File: config.mk
export PLATFORM = sky130hd
export DESIGN_NAME = maze_episode_ctrl
export DESIGN_NICKNAME = d
export VERILOG_FILES = /design/src/rtl/maze_pkg.sv /design/src/rtl/maze_move.sv /design/src/rtl/maze_episode_ctrl.sv
export SDC_FILE = /design/constraint.sdc
export NUM_CORES = 1
export LEC_CHECK = 0
export ABC_AREA = 1
export CORE_MARGIN = 5
export CORE_UTILIZATION = 30
export CTS_BUF_LIST = sky130_fd_sc_hd__clkbuf_16
export CTS_CLUSTER_SIZE = 16
export DETAILED_ROUTE_END_ITERATION = 10
export GPL_TIMING_DRIVEN = 0
export HOLD_SLACK_MARGIN = 0.06
export PLACE_DENSITY_LB_ADDON = 0.08
export SLEW_MARGIN = 25
export SYNTH_ARGS = -nofsm -noshare
export SYNTH_HDL_FRONTEND = slang
export SYNTH_SLANG_ARGS = --single-unit
File: constraint.sdc
create_clock -name clk -period 2.6 [get_ports clk]
set_clock_uncertainty 0.1 [all_clocks]
set_input_delay 0.26 -clock clk [delete_from_list [all_inputs] [get_ports clk]]
set_output_delay 0.26 -clock clk [all_outputs]
set_load 0.03 [all_outputs]
File: src/rtl/maze_pkg.sv
// Shared types and widths for the maze Q-learning episode controller.
package maze_pkg;

  localparam int unsigned STATE_W  = 6;
  localparam int unsigned REWARD_W = 16;

  typedef enum logic [1:0] {
    ACT_UP    = 2'd0,
    ACT_DOWN  = 2'd1,
    ACT_LEFT  = 2'd2,
    ACT_RIGHT = 2'd3
  } action_e;

  typedef enum logic [2:0] {
    IDLE,
    REQ_ACT,
    LOOKUP,
    UPDATE,
    DONE
  } fsm_e;

endpackage

File: src/rtl/maze_move.sv
// Grid transition with wall clamping; states are 1-based, row-major.
module maze_move
  import maze_pkg::*;
#(
  parameter int unsigned GRID_W = 5,
  parameter int unsigned GRID_H = 5
) (
  input  logic [STATE_W-1:0] state_i,
  input  action_e            action_i,
  output logic [STATE_W-1:0] next_state_o
);

  localparam int unsigned NCELLS = GRID_W * GRID_H;

  logic [STATE_W-1:0] idx;
  logic               top_row;
  logic               bot_row;
  logic               left_col;
  logic               right_col;

  always_comb begin
    idx       = state_i - STATE_W'(1);
    top_row   = (idx < STATE_W'(GRID_W));
    bot_row   = (idx >= STATE_W'(NCELLS - GRID_W));
    left_col  = 1'b0;
    right_col = 1'b0;
    // Column edges found by matching each row's first/last index; avoids a modulo.
    for (int unsigned i = 0; i < GRID_H; i++) begin
      if (idx == STATE_W'(i * GRID_W))              left_col  = 1'b1;
      if (idx == STATE_W'(i * GRID_W + GRID_W - 1)) right_col = 1'b1;
    end

    next_state_o = state_i;
    case (action_i)
      ACT_UP:    if (!top_row)   next_state_o = state_i - STATE_W'(GRID_W);
      ACT_DOWN:  if (!bot_row)   next_state_o = state_i + STATE_W'(GRID_W);
      ACT_LEFT:  if (!left_col)  next_state_o = state_i - STATE_W'(1);
      ACT_RIGHT: if (!right_col) next_state_o = state_i + STATE_W'(1);
      default:   next_state_o = state_i;
    endcase
  end

endmodule

File: src/rtl/maze_episode_ctrl.sv
// Steps one agent through the maze: action request, move, reward lookup, Q-update handshake.
module maze_episode_ctrl
  import maze_pkg::*;
#(
  parameter int unsigned GRID_W       = 5,
  parameter int unsigned GRID_H       = 5,
  parameter int unsigned START_STATE  = 1,
  parameter int unsigned MAX_STEPS    = 64,
  parameter int unsigned NUM_EPISODES = 1000,
  parameter int unsigned CNT_W        = 16
) (
  input  logic                clk,
  input  logic                rst,
  input  logic                start,
  input  logic                abort,
  output logic                act_req,
  input  logic                act_valid,
  input  logic [1:0]          act_in,
  output logic [STATE_W-1:0]  cur_state,
  output logic [STATE_W-1:0]  next_state,
  input  logic [REWARD_W-1:0] reward_in,
  output logic                upd_valid,
  input  logic                upd_ready,
  output logic [1:0]          upd_action,
  output logic [REWARD_W-1:0] upd_reward,
  output logic                upd_terminal,
  output logic [CNT_W-1:0]    step_cnt,
  output logic [CNT_W-1:0]    episode_cnt,
  output logic                done
);

  localparam logic [STATE_W-1:0] START_S   = STATE_W'(START_STATE);
  localparam logic [CNT_W-1:0]   LAST_STEP = CNT_W'(MAX_STEPS - 1);
  localparam logic [CNT_W-1:0]   LAST_EP   = CNT_W'(NUM_EPISODES - 1);

  fsm_e                state_q, state_d;
  logic [STATE_W-1:0]  cur_q, cur_d;
  logic [STATE_W-1:0]  nxt_q, nxt_d;
  action_e             act_q, act_d;
  logic [REWARD_W-1:0] rew_q, rew_d;
  logic                term_q, term_d;
  logic [CNT_W-1:0]    step_q, step_d;
  logic [CNT_W-1:0]    ep_q, ep_d;
  logic [STATE_W-1:0]  move_ns;

  maze_move #(
    .GRID_W (GRID_W),
    .GRID_H (GRID_H)
  ) u_move (
    .state_i      (cur_q),
    .action_i     (action_e'(act_in)),
    .next_state_o (move_ns)
  );

  always_ff @(posedge clk or posedge rst) begin
    if (rst) begin
      state_q <= IDLE;
      cur_q   <= START_S;
      nxt_q   <= START_S;
      act_q   <= ACT_UP;
      rew_q   <= '0;
      term_q  <= 1'b0;
      step_q  <= '0;
      ep_q    <= '0;
    end else begin
      state_q <= state_d;
      cur_q   <= cur_d;
      nxt_q   <= nxt_d;
      act_q   <= act_d;
      rew_q   <= rew_d;
      term_q  <= term_d;
      step_q  <= step_d;
      ep_q    <= ep_d;
    end
  end

  always_comb begin
    state_d = state_q;
    cur_d   = cur_q;
    nxt_d   = nxt_q;
    act_d   = act_q;
    rew_d   = rew_q;
    term_d  = term_q;
    step_d  = step_q;
    ep_d    = ep_q;

    // Handshake strobes are masked by abort so they drop in the abort cycle itself.
    act_req   = (state_q == REQ_ACT) && !abort;
    upd_valid = (state_q == UPDATE) && !abort;
    done      = (state_q == DONE);

    if (abort) begin
      state_d = IDLE;
    end else begin
      case (state_q)
        IDLE, DONE: begin
          if (start) begin
            state_d = REQ_ACT;
            cur_d   = START_S;
            step_d  = '0;
            ep_d    = '0;
          end
        end
        REQ_ACT: begin
          if (act_valid) begin
            act_d   = action_e'(act_in);
            nxt_d   = move_ns;
            state_d = LOOKUP;
          end
        end
        LOOKUP: begin
          rew_d   = reward_in;
          term_d  = (reward_in != '0) || (step_q == LAST_STEP);
          state_d = UPDATE;
        end
        UPDATE: begin
          if (upd_ready) begin
            if (term_q) begin
              cur_d   = START_S;
              step_d  = '0;
              ep_d    = (ep_q == '1) ? ep_q : ep_q + CNT_W'(1);
              state_d = (ep_q == LAST_EP) ? DONE : REQ_ACT;
            end else begin
              cur_d   = nxt_q;
              step_d  = (step_q == '1) ? step_q : step_q + CNT_W'(1);
              state_d = REQ_ACT;
            end
          end
        end
        default: state_d = IDLE;
      endcase
    end
  end

  assign cur_state    = cur_q;
  assign next_state   = nxt_q;
  assign upd_action   = act_q;
  assign upd_reward   = rew_q;
  assign upd_terminal = term_q;
  assign step_cnt     = step_q;
  assign episode_cnt  = ep_q;

endmodule

==> metrics.md <==
| Metric | Value |
|---|---|
| Status | finished, final reports clean |
| Number of synthesized flops with an enable pin | 0 |
| Max stage delay on crit path | 570 ps |
| Area contributors post-synth | dfrtp_1 (39%), nand2_1 (12%), nand3_1 (8.1%) |
| Worst Path Required | 2730 ps |
| Part of the power in the clock network | 0.217 |
| Yosys reg bits | 66 |
| Pwr Total | 5.279 mW |
| I/O Pins | 90 |
| Vias in the first global route | 3958 |
| CTS Buffer Depth | 2 |
| Met1 capacity usage during global routing | 0.2057 |
| WP data arrival | 2620 ps |
| Post-layout min period | 2487 ps |
| WL per Instance | 14.19 µm |
| Largest delay share family, worst path | simple AND/OR/NAND/NOR gates |
| Max-slew headroom | 0.6894 |
| Leakage power | 2.456 nW |
| CTS Sinks | 66 |
| Die area | 16050 µm² |
| Switching share of total power | 0.4599 |
| Syn_area_per_cell | 7.177 µm² |
| Total track usage | 0.1506 |
| Sequential group share of total power | 0.275 |
| Synth Cell Area | 4084 µm² |
| First-pass GRT wire length | 19.77 mm |
| Initial DRT Pass Iterations | 4 |
| Max Slew Vio Count | 0 |
| Reg clk slew, reported paths | 60 ps |
| Startpoint Class | flop |
| PD cells | 950.4 nW/µm² |
| Setup violations, final | 0 |
| CP max stage cell | dfstp_2 |
| NetSw | 2.428 mW |
| Fin. Hold Viols | 0 |
| Worst vdd rail ir drop | 0.5140 mV |
| Max Clk Rate | 0.4021 GHz |
| Placed cell area | 5218 µm² |
| Largest net degree at the start of global routing | 40 |
| Final instance area | 5554 µm² |
| Seq/Total Area, Yosys | 0.4050 |
| Syn Nets | 602 |
| Unique masters post-synth | 38 |
| Final #Nets | 706 |
| Layer with the highest usage | met2 |
| Hold Path Class | in -> async |
| Initial antenna violation count | 0 |
| Die Y | 126.7 µm |
| Critical path peak fanout | 12 |
| PortBufs | 89 |
| Placed insts | 835 |
| Area Growth Syn to Fin | 36.00% |
| CP Buf/Inv Count | 2 |
| Global route overflow | 0 |
| Cts hold-fix bufs | 0 |
| Row count | 42 |
| Top cell by count, worst path | nor2_1 |
| DRC | 0 |
| Initial Util | 0.3072 |
| FFs w/ async S/R, synth | 1.000 |
| Via/cell ratio | 4.828 |
| Worst hold slack | 155.4 ps |
| Crit. End Element | flop |
| Comb power frac | 0.507 |
| Crit path kind | reg -> reg |
| Tcrit/Tclk final | 0.9566 |
| Worst reg2reg setup slack | 110 ps |
| Vias | 4123 |
| Cells after Synth | 569 |
| Die Wd | 126.7 µm |
| Yosys top cell by area | dfrtp_1 |
| Top-area cell type share of the netlist area | 0.3922 |
| M2 GR Usage | 0.2329 |
| CTS tree | built |
| Max-Cap Viols | 0 |
| Diodes inserted | 0 |
| Post-DP HPWL | 9.107 mm |
| H-tree levels | 3 |
| GR Util met3 | 0.03993 |
| Clock Latency Late Sink | 340 ps |
| CTS Buf Count | 9 |
| Drt total wl | 12.12 mm |
| Finished Layout Cells | 854 |
| Number of DRC markers in iteration 0 | 244 |
| Ys flop type | dfrtp_1 |
| P_int | 2.851 mW |
| Worst slew pin tran | 462.0 ps |
| Placer Congestion | 0.8752 |
| Layout cells sized above 1 | 0.08997 |
| Worst-path cell chain | inv_2 > ha_1 > inv_1 > nand2_1 > nand2_2 > nand4_1 > nor2_1 > nor2_4 > nand2_2 > nand2_1 > nand3_1 > nand3_1 > nor2_1 > nor2_1 |
| Util after Layout | 0.4177 |
| Area of the core | 13300 µm² |
| CTS Root Cell | clkbuf_16 |
| Yosys warns | 0 |
| RSZ-0062 raised after global routing | false |
| Routed Antenna Nets | 0 |
==> logic make-up (layout without fill, tap and decap cells) <==
| group | after synthesis | after routing | share of synthesized area |
|---|---|---|---|
| DFF | 66 | 66 | 0.4050 |
| buffers and inverters | 83 | 192 | 0.08057 |
| xor gates and xnor gates | 10 | 10 | 0.02145 |
| and+or+nand+nor | 319 | 319 | 0.3557 |
| adders and majority gates | 9 | 9 | 0.02757 |
| AOI/OAI and AO/OA | 82 | 82 | 0.1097 |
==> layout make-up <==
cell class	count	area, µm²
clock inverters	7	52.55
clock buffers	9	225.2
fillers	1370	7741
plain buffers	8	47.55
inverters	75	287.8
well taps	176	220.2
flip-flops and latches	66	1655
repair buffers	93	933.4
multi-input cells	420	2132
==> cells in the mapped netlist (2+ instances only) <==
cell and number:
buf_4 2, nor4_1 8, o211ai_1 2, nand2_1 131, a21oi_1 22, nand3_1 66
nor3_1 20, nor2_1 60, nand2_4 2, xor2_1 7, a31oi_1 2, dfstp_2 2
nor2_2 6, o31ai_1 3, ha_1 9, inv_1 68, inv_2 6, o21ai_0 45
clkbuf_1 3, xnor2_1 3, nor3b_1 3, o21a_1 2, buf_2 2, nor2_4 2
nand4_1 14, o22ai_1 2, nand2_2 3, dfrtp_1 64
==> power groups by stage <==
stage	combinational, mW	clock [mW]	sequential [mW]
after CTS	2.63	1.19	1.46
after floorplan	1.30	0	1.85
after global routing	2.94	1.23	1.49
after detailed placement	2.58	0	1.49
after global placement	2.56	0	1.48
final	2.68	1.15	1.45
==> per-layer routing <==
| metal | vias up | part of all wire | routed length [µm] |
|---|---|---|---|
| li1 | 2095 | - | - |
| met1 | 1926 | 0.48 | 5757 |
| met2 | 87 | 0.46 | 5515 |
| met3 | 15 | 0.054 | 657 |
| met4 | 0 | 0.015 | 186 |
| met5 | - | 0 | 0 |
==> metrics by stage <==
stage / TNS [ps] / worst slack [ps]
finish: 0 / 112.9
global route: 0 / 9.925
CTS: -13.64 / -13.64
detailed placement: -780.2 / -183.0
global placement: -47890 / -739.6
floorplan: 0 / 103.7
==> flip-flops by register name, indices dropped and copies added, names as in the netlist <==
| signal | cells |
|---|---|
| episode_cnt | 16 |
| step_cnt | 16 |
| upd_reward | 16 |
| cur_state | 6 |
| next_state | 6 |
| state_q | 3 |
| upd_action | 2 |
| upd_terminal | 1 |
==> cells in the final DEF, fill, tap and decap left out, types with 7 or more instances in the layout <==
| cell | n |
|---|---|
| nand2_2 | 8 |
| clkbuf_16 | 9 |
| a21oi_1 | 22 |
| o21ai_0 | 45 |
| xor2_1 | 7 |
| nor2_1 | 60 |
| dfrtp_1 | 63 |
| nand3_1 | 66 |
| nor3_1 | 20 |
| inv_2 | 7 |
| ha_1 | 9 |
| nand4_1 | 14 |
| clkdlybuf4s50_1 | 89 |
| inv_1 | 65 |
| nand2_1 | 125 |
| nor4_1 | 7 |
==> worst paths after layout <==
| kind | cells after the start | end | startpoint |
|---|---|---|---|
| worst min register to register | 2 | upd_reward[7] | upd_reward[7] |
| min in group clk | 2 | upd_reward[7] | upd_reward[7] |
| worst max-delay path | 14 | next_state[1] | cur_state[0] |
| max in group asynchronous | 3 | next_state[0] | rst |
| worst max register to register | 14 | next_state[1] | cur_state[0] |
| worst min-delay path | 2 | upd_reward[2] | rst |
==> what timing repair did <==
item,4_1_cts,5_1_grt
pin swaps,0,2
buffers inserted,1,2
cloned,0,0
endpoints found under the setup margin,7,6
gates resized for setup,3,9
Power figures use the tool's default switching activity.
